## src/rtl/dmem_arbiter.sv

```systemverilog
// dmem_arbiter: round-robin data-memory arbiter (core vs host) with hold limit.
// Define DMEM_ARB_HOST_PRIO_EN to give the host fixed priority instead.
module dmem_arbiter #(
    parameter int AW       = 8,
    parameter int DW       = 8,
    parameter int MAX_HOLD = 4
) (
    input  logic          CLK,
    input  logic          reset_n,
    input  logic          core_req,
    input  logic          core_we,
    input  logic [AW-1:0] core_addr,
    input  logic [DW-1:0] core_wdata,
    output logic          core_gnt,
    output logic          core_rvalid,
    output logic [DW-1:0] core_rdata,
    output logic          core_stall,
    input  logic          host_req,
    input  logic          host_we,
    input  logic [AW-1:0] host_addr,
    input  logic [DW-1:0] host_wdata,
    output logic          host_gnt,
    output logic          host_rvalid,
    output logic [DW-1:0] host_rdata,
    output logic [AW-1:0] mem_addr,
    output logic          mem_we,
    output logic [DW-1:0] mem_wdata,
    input  logic [DW-1:0] mem_rdata
);

    localparam int HW = (MAX_HOLD > 1) ? $clog2(MAX_HOLD) : 1;
    localparam logic [HW-1:0] HOLD_LIM = HW'(MAX_HOLD - 1);

    typedef enum logic [1:0] {
        IDLE,
        CORE,
        HOST
    } state_t;

    state_t        state, state_nxt;
    logic          last_host, last_host_nxt;
    logic [HW-1:0] hold_cnt, hold_nxt;
    logic          sel_core, sel_host;
    logic          core_rd, host_rd;

    always_ff @(posedge CLK) begin
        if (!reset_n) begin
            state     <= IDLE;
            last_host <= 1'b1;
            hold_cnt  <= '0;
        end else begin
            state     <= state_nxt;
            last_host <= last_host_nxt;
            hold_cnt  <= hold_nxt;
        end
    end

    always_comb begin
        sel_core = 1'b0;
        sel_host = 1'b0;
`ifdef DMEM_ARB_HOST_PRIO_EN
        sel_host = host_req;
        sel_core = core_req & ~host_req;
`else
        unique case (state)
            CORE: begin
                if (core_req && (!host_req || hold_cnt < HOLD_LIM))
                    sel_core = 1'b1;
                else
                    sel_host = host_req;
            end
            HOST: begin
                if (host_req && (!core_req || hold_cnt < HOLD_LIM))
                    sel_host = 1'b1;
                else
                    sel_core = core_req;
            end
            default: begin
                if (core_req && host_req) begin
                    sel_core = last_host;
                    sel_host = ~last_host;
                end else begin
                    sel_core = core_req;
                    sel_host = host_req;
                end
            end
        endcase
`endif
        state_nxt = sel_core ? CORE : (sel_host ? HOST : IDLE);
        last_host_nxt = sel_host ? 1'b1 : (sel_core ? 1'b0 : last_host);
        hold_nxt = '0;
`ifndef DMEM_ARB_HOST_PRIO_EN
        // Counter tracks repeat grants; it saturates so a late waiter still
        // gets through once the owner has used up its window.
        if ((sel_core && state == CORE) || (sel_host && state == HOST))
            hold_nxt = (hold_cnt == HOLD_LIM) ? hold_cnt : hold_cnt + HW'(1);
`endif
    end

    always_comb begin
        mem_addr  = '0;
        mem_we    = 1'b0;
        mem_wdata = '0;
        if (sel_core) begin
            mem_addr  = core_addr;
            mem_we    = core_we;
            mem_wdata = core_wdata;
        end else if (sel_host) begin
            mem_addr  = host_addr;
            mem_we    = host_we;
            mem_wdata = host_wdata;
        end
    end

    assign core_gnt   = sel_core;
    assign host_gnt   = sel_host;
    assign core_stall = core_req & ~sel_core;
    assign core_rd    = sel_core & ~core_we;
    assign host_rd    = sel_host & ~host_we;

    always_ff @(posedge CLK) begin
        if (!reset_n) begin
            core_rvalid <= 1'b0;
            host_rvalid <= 1'b0;
            core_rdata  <= '0;
            host_rdata  <= '0;
        end else begin
            core_rvalid <= core_rd;
            host_rvalid <= host_rd;
            if (core_rd)
                core_rdata <= mem_rdata;
            if (host_rd)
                host_rdata <= mem_rdata;
        end
    end

endmodule
```

## config.mk

```make
export PLATFORM = sky130hd
export DESIGN_NAME = dmem_arbiter
export DESIGN_NICKNAME = d
export VERILOG_FILES = /design/src/rtl/dmem_arbiter.sv
export SDC_FILE = /design/constraint.sdc
export NUM_CORES = 1
export LEC_CHECK = 0
export ABC_AREA = 1
export CAP_MARGIN = 10
export CELL_PAD_IN_SITES_DETAIL_PLACEMENT = 1
export CELL_PAD_IN_SITES_GLOBAL_PLACEMENT = 1
export CORE_MARGIN = 4
export CORE_UTILIZATION = 23
export DETAILED_ROUTE_END_ITERATION = 10
export PLACE_DENSITY_LB_ADDON = 0.3
export SYNTH_ARGS = -nofsm -noshare
export SYNTH_HDL_FRONTEND = slang
export SYNTH_SLANG_ARGS = --single-unit
```

## constraint.sdc

```tcl
create_clock -name CLK -period 1.65 [get_ports CLK]
set_clock_uncertainty 0.15 [all_clocks]
set_input_delay 0.2475 -clock CLK [delete_from_list [all_inputs] [get_ports CLK]]
set_output_delay 0.2475 -clock CLK [all_outputs]
set_load 0.05 [all_outputs]
```

* Word level (Yosys, flattened, before mapping)
Cells that the tools add are included.
** Word-level totals
- Output and inout bits :: 38
- Word-level logic and storage cells :: 50
- Register bits :: 23
- Input bits :: 46
** Cells by class
- Equal/unequal tests :: 3
- Reduce and logical (&&, ||, !) cells :: 13
- $lt $le $gt $ge :: 1
- Bitwise operators :: 8
- Add/sub/neg operators :: 1
- Multiplexer cells :: 16
** Operators with widths (count)
- 8-bit two-way mux :: 4
- 1-bit two-way mux :: 9
- 1-bit logical AND :: 5
- 1-bit NOT :: 5
- 2-bit equality test, second input constant :: 2
- 1-bit case mux with 2 select lines :: 2
- 2-bit OR reduction :: 2
- 1-bit bitwise AND :: 3
- 1-bit logical OR :: 3
- 2-bit by 1-bit adder with 2-bit output, second input constant :: 1
- 2-bit by 1-bit equality test with 1-bit output, second input constant :: 1
- 1-bit zero test :: 2
- 2-bit < comparator, second input constant :: 1
- 2-bit two-way mux :: 1
- 2-bit AND reduction :: 1

* Depth between registers and ports, before layout
Gate-level depths: netlist (run 1).
- Depth after elaboration :: 8
- Gate-level depth with buffers :: 11
- Depth with buffers taken out :: 10

* Least setup slack after synthesis (run 1)
Ideal clock, no wire load.
- Kind :: reg2out
- Start :: register state[0]
- End :: output core_stall
- Cell stages (with the launch flop) :: 9
- Data required time :: 1.252 ns
- Buffers on the path :: 1
- Arrival :: 1.888 ns
- Path slack :: -0.635 ns
- Cells stage by stage :: dfxtp_1 -> inv_1 -> ha_1 -> inv_1 -> nand3_2 -> nand2_2 -> inv_1 -> buf_2 -> nor2_1
** Between the ends
- Word-level cells in the longest chain between the ends :: 4
- Elaborated cells on any way between the ends :: 5
- Those cells by class :: 2 x eq/ne; 1 x mux; 2 x bitwise
** Ends and longest elaborated chain
- start: declaration :: line 40 : state_t state, state_nxt;
- start signal: assignment :: line 52 : state <= state_nxt;
- 2-bit equality test / 2-bit by 1-bit equality test with 1-bit output (equally long branches) :: line 65 : unique case (state)
- 1-bit case mux with 2 select lines (*) :: line 65
- named net core_gnt :: line 14 : output logic core_gnt,
- 1-bit NOT (*) :: line 117 : assign core_stall = core_req & ~sel_core;
- 1-bit bitwise AND (*) :: line 117
- end: declaration :: line 17 : output logic core_stall,
The timed path passes the listed nets; every way through them passes the cells marked *.

* Worst setup path in the final report (run 1)
- Start :: register hold_cnt[1]
- End :: output mem_addr[3]
** Between the ends
- Word-level cells in the longest chain between the ends :: 7
- Elaborated cells on any way between the ends :: 13
- Those cells by class :: 1 x order compare; 8 x mux; 4 x reduce/logical
** Ends and longest elaborated chain
- start: declaration :: line 42 : logic [HW-1:0] hold_cnt, hold_nxt;
- start signal: assignment :: line 54 : hold_cnt <= hold_nxt;
- 2-bit < comparator (*) :: line 67, 73
- 1-bit logical OR (on tied branches) :: line 73, 67
- 1-bit logical AND (on tied branches) :: line 73, 67
- 1-bit two-way mux (on tied branches) :: line 73, 67
- 1-bit case mux with 2 select lines :: line 65
- 8-bit two-way mux :: line 108 : end else if (sel_host) begin
- 8-bit two-way mux (*) :: line 104 : if (sel_core) begin
- end: declaration :: line 25 : output logic [AW-1:0] mem_addr,
Mark *: on every way between the ends. The rest lies on a longest branch, timed or not.

==> flow_summary.toml, run 1 <==
[outcome]
run_status = "finished with violations"
failed_checks = "setup timing"

[critical_path]
rrSetupSlack_ns = -0.34
critPathLaunchType = "flip-flop"
critical_path_class = "reg2out"
arrival_ns = 1.84
required_ns = 1.25
cp-end-kind = "output pin"
r2r_cells = 11
cp_max_fo = 5
rr_endpoint = "last_host"
reg2reg_from = "state[0]"

[cts]
htreeDepth = 1
cts-buffers-inserted = 3
cts_tree = "done"
ctsLongestPathBuffers = 2
path_clk_slew_ns = 0.08
clock_latency_ns = 0.26
hold_buffers = 0
root_buffer = "clkbuf_8"
cts_num_sinks = 23

[placement]
placed_cells = 409
hpwl_mm = 4.84
port_buffers = 83
place_congestion = 0.764
placed_cell_area_mm2 = 0.00317

[synth]
ys_seq_area_frac = 0.297
syn_nets = 289
ys_warn_count = 0
synthCells = 240
netlist_area_mm2 = 0.00155
ys_types = 23
netlist_top_cells_count = "nand2_1 (79), inv_1 (49), dfxtp_1 (23)"
ys.flop_type = "dfxtp_1"
ys_ff_latch = 23
synth_area_leaders = "dfxtp_1 (30%), nand2_1 (19%), inv_1 (12%)"
syn_avg_cell_area_um2 = 6.47
synth_edf_count = 0
synth-async-reset-ratio = 0
yosysMostFrequentCell = "nand2_1"
synth_top_area_share = 0.297
synth.largest_area_cell = "dfxtp_1"

[final_layout]
area_growth_pct = 140
final_nets = 400
final_area_mm2 = 0.00372
stdcell_count = 428
final_layout_size_suffix_gt1_frac = 0.457
fillerInstances = 689

[global_route]
grtUsageTotal = 0.165
grt_use_met1 = 0.192
grt_pass1_vias = 2064
grt.met3_usage = 0.0225
grt_overflow_total = 0
grt_pass1_wl_mm = 11.0
busiest_layer = "met2"
use_met2 = 0.313
grt_max_degree = 17
antenna_found_initial = 1

[drt]
firstDrtPassIters = 4
detail-route-antenna-nets = 0
wire_per_inst_um = 17.5
via_count = 1963
drc = 0
vias_per_cell = 4.59
drt_iter0_drc = 85
wl_mm = 7.49

[timing]
relSlewSlack = 0.781
final.period_utilization = 1.36
setup_tns_ns = -12.36
fin_ws_ns = -0.589
rsz0062_at_grt = "true"
worst_pin_slew_ns = 0.329
max_freq_mhz = 447
finalHoldViolCount = 0
setup_violations = 31
min_period_ns = 2.24
drv_slew = 0

[flow_run]
drv_cap = 0

[floorplan]
placementRows = 29
die_h_um = 90.2
core_area_mm2 = 0.00646
fp.dieW_um = 90.2
die-area_mm2 = 0.00813
start_util = 0.240
io_pins = 84

[hold_path]
min_to = "last_host"
hold_path_class = "reg2reg"
min_from = "last_host"
whs_path_depth = 2
==> metal layers <==
layer,part of all wire,wire length [um],up-vias
li1,-,-,955
met1,0.39,2900,945
met2,0.57,4230,46
met3,0.021,156,17
met4,0.026,191,0
met5,0,0,-
==> worst max-delay path, cell delays in order, from the launching register on <==
cell	delay, ns
dfxtp_2	0.36
ha_4	0.17
nand2_2	0.09
nand2_2	0.10
nand2_2	0.07
nand3_2	0.08
and2_4	0.22
clkbuf_16	0.17
nand3_4	0.09
nand2_8	0.09
buf_12	0.13
==> area by class of cell <==
class                   instances  area, um^2  share of cell area
diodes                          1        2.50            0.000672
clock buffers                   4        45.0              0.0121
inverters                      51         199              0.0535
well taps                      77        96.3              0.0259
flip-flops and latches         23         465               0.125
repair buffers                117        1500               0.402
multi-input cells             155        1420               0.380
==> how the worst max path moves through the flow <==
stage / startpoint / end / depth (start not counted)
floorplan: hold_cnt[0] / mem_addr[0] / 10
global placement: host_req / mem_wdata[7] / 9
detailed placement: host_req / mem_wdata[2] / 9
CTS: state[1] / mem_addr[5] / 11
global route: hold_cnt[1] / mem_wdata[0] / 10
finish: hold_cnt[1] / mem_addr[3] / 10
==> cell families after synthesis <==
group | share of synthesized area
compound gates | 0.00967
xor+xnor | 0.00564
fa+ha+maj | 0.0242
buf+inv | 0.196
flops | 0.297
mux | 0.00645
simple gates | 0.462
==> state kept, by name, indices dropped and copies added (netlist names) <==
name	cells
host_rvalid	1
core_rvalid	1
last_host	1
host_rdata	8
core_rdata	8
hold_cnt	2
state	2
==> cells in the final DEF (no fill, tap or decap), types with 2 or more instances in the layout <==
cell	n
clkbuf_8	3
dlygate4sd2_1	2
nand2_1	37
buf_12	35
nor2_1	19
nand3_1	2
inv_2	5
nand4_1	17
nand2_4	21
nand3_2	6
nand3_4	17
inv_1	43
nand2_8	14
nand2_2	9
dfxtp_1	19
clkdlybuf4s50_1	43
ha_4	3
clkinv_1	2
dfxtp_2	4
buf_6	5
buf_4	28
nor2_4	2
clkbuf_16	2
==> through the flow <==
stage	util	hold WS [ns]	setup WS, ns
6_report	0.576	0.352	-0.589
5_1_grt	0.576	0.385	-0.669
4_1_cts	0.537	0.334	-0.525
3_5_place_dp	0.491	0.324	-0.728
3_3_place_gp	0.491	0.310	-0.654
2_1_floorplan	-	0.286	-0.108
==> timing repair <==
action,CTS,global route
hold endpoints to repair,0,0
setup endpoints to repair,22,41
setup buffers,6,6
resized for setup,39,36
pin swaps,4,7
cloned,1,3
Power of run 1 is left out: the tool's default activity adds up to more than one toggle a clock period on the data nets, which glitch-free logic cannot reach.
==> inputs of run 2 (changes only) <==
--- a/config.mk
+++ b/config.mk
@@ -10,8 +10,9 @@
 export CELL_PAD_IN_SITES_DETAIL_PLACEMENT = 1
 export CELL_PAD_IN_SITES_GLOBAL_PLACEMENT = 1
 export CORE_MARGIN = 4
-export CORE_UTILIZATION = 23
+export CORE_UTILIZATION = 37
 export DETAILED_ROUTE_END_ITERATION = 10
+export DONT_BUFFER_PORTS = 1
 export PLACE_DENSITY_LB_ADDON = 0.3
 export SYNTH_ARGS = -nofsm -noshare
 export SYNTH_HDL_FRONTEND = slang
==> constraint.sdc (replaced) <==
create_clock -name CLK -period 1.65 [get_ports CLK]
set_clock_uncertainty 0.15 [all_clocks]
set_input_delay 0.33 -clock CLK [delete_from_list [all_inputs] [get_ports CLK]]
set_output_delay 0.33 -clock CLK [all_outputs]
set_load 0.05 [all_outputs]
==> run 2 against run 1 <==
Net effect:
- the run still ends with setup timing left
- worst hold slack lost 0.33 ns
- global-route usage rose by 2.7 points
- non-clock buffer count is 88 lower
- wire length down 27%
- critical endpoint is now mem_addr[0]
==> flow_summary.toml, run 2 (same netlist as run 1, synthesis figures left out) <==
[final_layout]
layout_commonest_cell = "inv_1"
num_antenna_cells = 0
final_nets = 314
final_area_mm2 = 0.00244
largestRegisters = "core_rdata x8, host_rdata x8"
final_cell_mix = "inv_1 (44), nand2_1 (39), nand2_2 (21), nor2_1 (20), dfxtp_1 (19)"
area_growth_pct = 57.1
final_layout_size_suffix_gt1_frac = 0.417
stdcell_count = 314

[drt]
firstDrtPassIters = 4
wl_mm = 5.50
drc = 0
wire_per_inst_um = 17.5
via_count = 1633
vias_per_cell = 5.20
detail-route-antenna-nets = 0
drt_iter0_drc = 40

[timing]
rsz0062_at_grt = "true"
relSlewSlack = 0.650
max_freq_mhz = 457
setup_violations = 20
final.period_utilization = 1.33
fin_ws_ns = -0.540
timing.hold.ws_ns = 0.0271
finalHoldViolCount = 0
drv_slew = 0
min_period_ns = 2.19
worst_pin_slew_ns = 0.524

[global_route]
grt_pass1_vias = 1623
grtUsageTotal = 0.192
grt_overflow_total = 0
grt_pass1_wl_mm = 7.87
antenna_found_initial = 0
grt_max_degree = 20

[floorplan]
fp.dieW_um = 72.8
die-area_mm2 = 0.00530
placementRows = 23
io_pins = 84
die_h_um = 72.8
start_util = 0.385
core_area_mm2 = 0.00403

[critical_path]
cp-end-kind = "output pin"
required_ns = 1.17
arrival_ns = 1.71
critical_path_class = "reg2out"
cp_max_fo = 7
critPathLaunchType = "flip-flop"

[placement]
placed_cell_area_mm2 = 0.00203
hpwl_mm = 3.47
place_congestion = 0.791
port_buffers = 0
placed_cells = 296

[cts]
root_buffer = "clkbuf_8"
clock_latency_ns = 0.27
cts-buffers-inserted = 3
hold_buffers = 0
ctsLongestPathBuffers = 2
cts_tree = "done"
path_clk_slew_ns = 0.08
htreeDepth = 1
cts_num_sinks = 23

[flow_run]
drv_cap = 0

[hold_path]
hold_path_class = "in2reg"

[outcome]
run_status = "finished with violations"
failed_checks = "setup timing"
[run 2: cell count changes in the layout (fill, tap and decap cells not counted), moves of 3 or more]
cell / previous run / this run
buf_4: 28 / 15
nand2_8: 14 / 10
clkdlybuf4s50_1: 43 / 0
inv_2: 5 / 2
nand3_1: 2 / 6
nand2_2: 9 / 21
nand2_4: 21 / 11
buf_6: 5 / 1
nand3_4: 17 / 13
buf_12: 35 / 9
[run 2: path summary, 6_finish.rpt]
check	startpoint	slack (ns)	depth (start not counted)	to
min reg2reg	last_host	0.38	2	last_host
max reg2reg	state[0]	0.01	9	core_rdata[2]
min	reset_n	0.03	2	host_rdata[4]
max	hold_cnt[1]	-0.54	8	mem_addr[0]
[run 2: area by class of cell]
class	count	area, um^2
clock buffers	4	45.0
fillers	497	1590
inverters	51	204
multi-input cells	157	1260
flip-flops and latches	23	470
well taps	50	62.6
repair buffers	29	397
[run 2: repair_timing]
action,in CTS,in global routing
gates cloned,2,4
resized for setup,13,29
setup endpoints to repair,20,37
buffers inserted,7,4
pin swaps,2,25
[run 2: metal layers]
| layer | part of all wire | GRT usage | routed length [um] |
|---|---|---|---|
| met4 | 0.033 | 0.0574 | 184 |
| met2 | 0.52 | 0.332 | 2870 |
| met1 | 0.37 | 0.227 | 2030 |
| met5 | 0 | 0 | 0 |
| met3 | 0.075 | 0.0606 | 410 |
[run 2: through the flow]
step	setup slack, ns	utilization	TNS [ns]
floorplan	-0.190	-	-2.76
global placement	-0.242	0.504	-4.47
detailed placement	-0.324	0.504	-5.62
CTS	-0.551	0.560	-10.37
global route	-0.638	0.606	-13.15
finish	-0.540	0.606	-10.21
[run 2: worst max-delay path, cell delays in order, from the launching register on]
cell     delay (ns)
dfxtp_4        0.36
ha_4           0.17
nand2_2        0.09
nand3_2        0.10
nand3_4        0.11
and2_4         0.23
buf_12         0.15
nand3_4        0.10
nand2_8        0.12
Power of run 2 is left out for the same reason.
==> inputs of run 3 (changes only) <==
--- a/config.mk
+++ b/config.mk
@@ -6,7 +6,7 @@
 export NUM_CORES = 1
 export LEC_CHECK = 0
 export ABC_AREA = 1
-export CAP_MARGIN = 10
+export CAP_MARGIN = 25
 export CELL_PAD_IN_SITES_DETAIL_PLACEMENT = 1
 export CELL_PAD_IN_SITES_GLOBAL_PLACEMENT = 1
 export CORE_MARGIN = 4
==> results of run 3 <==
Final layout, timing and power as in run 2 (identical DEF).
Power of run 3 is left out for the same reason.
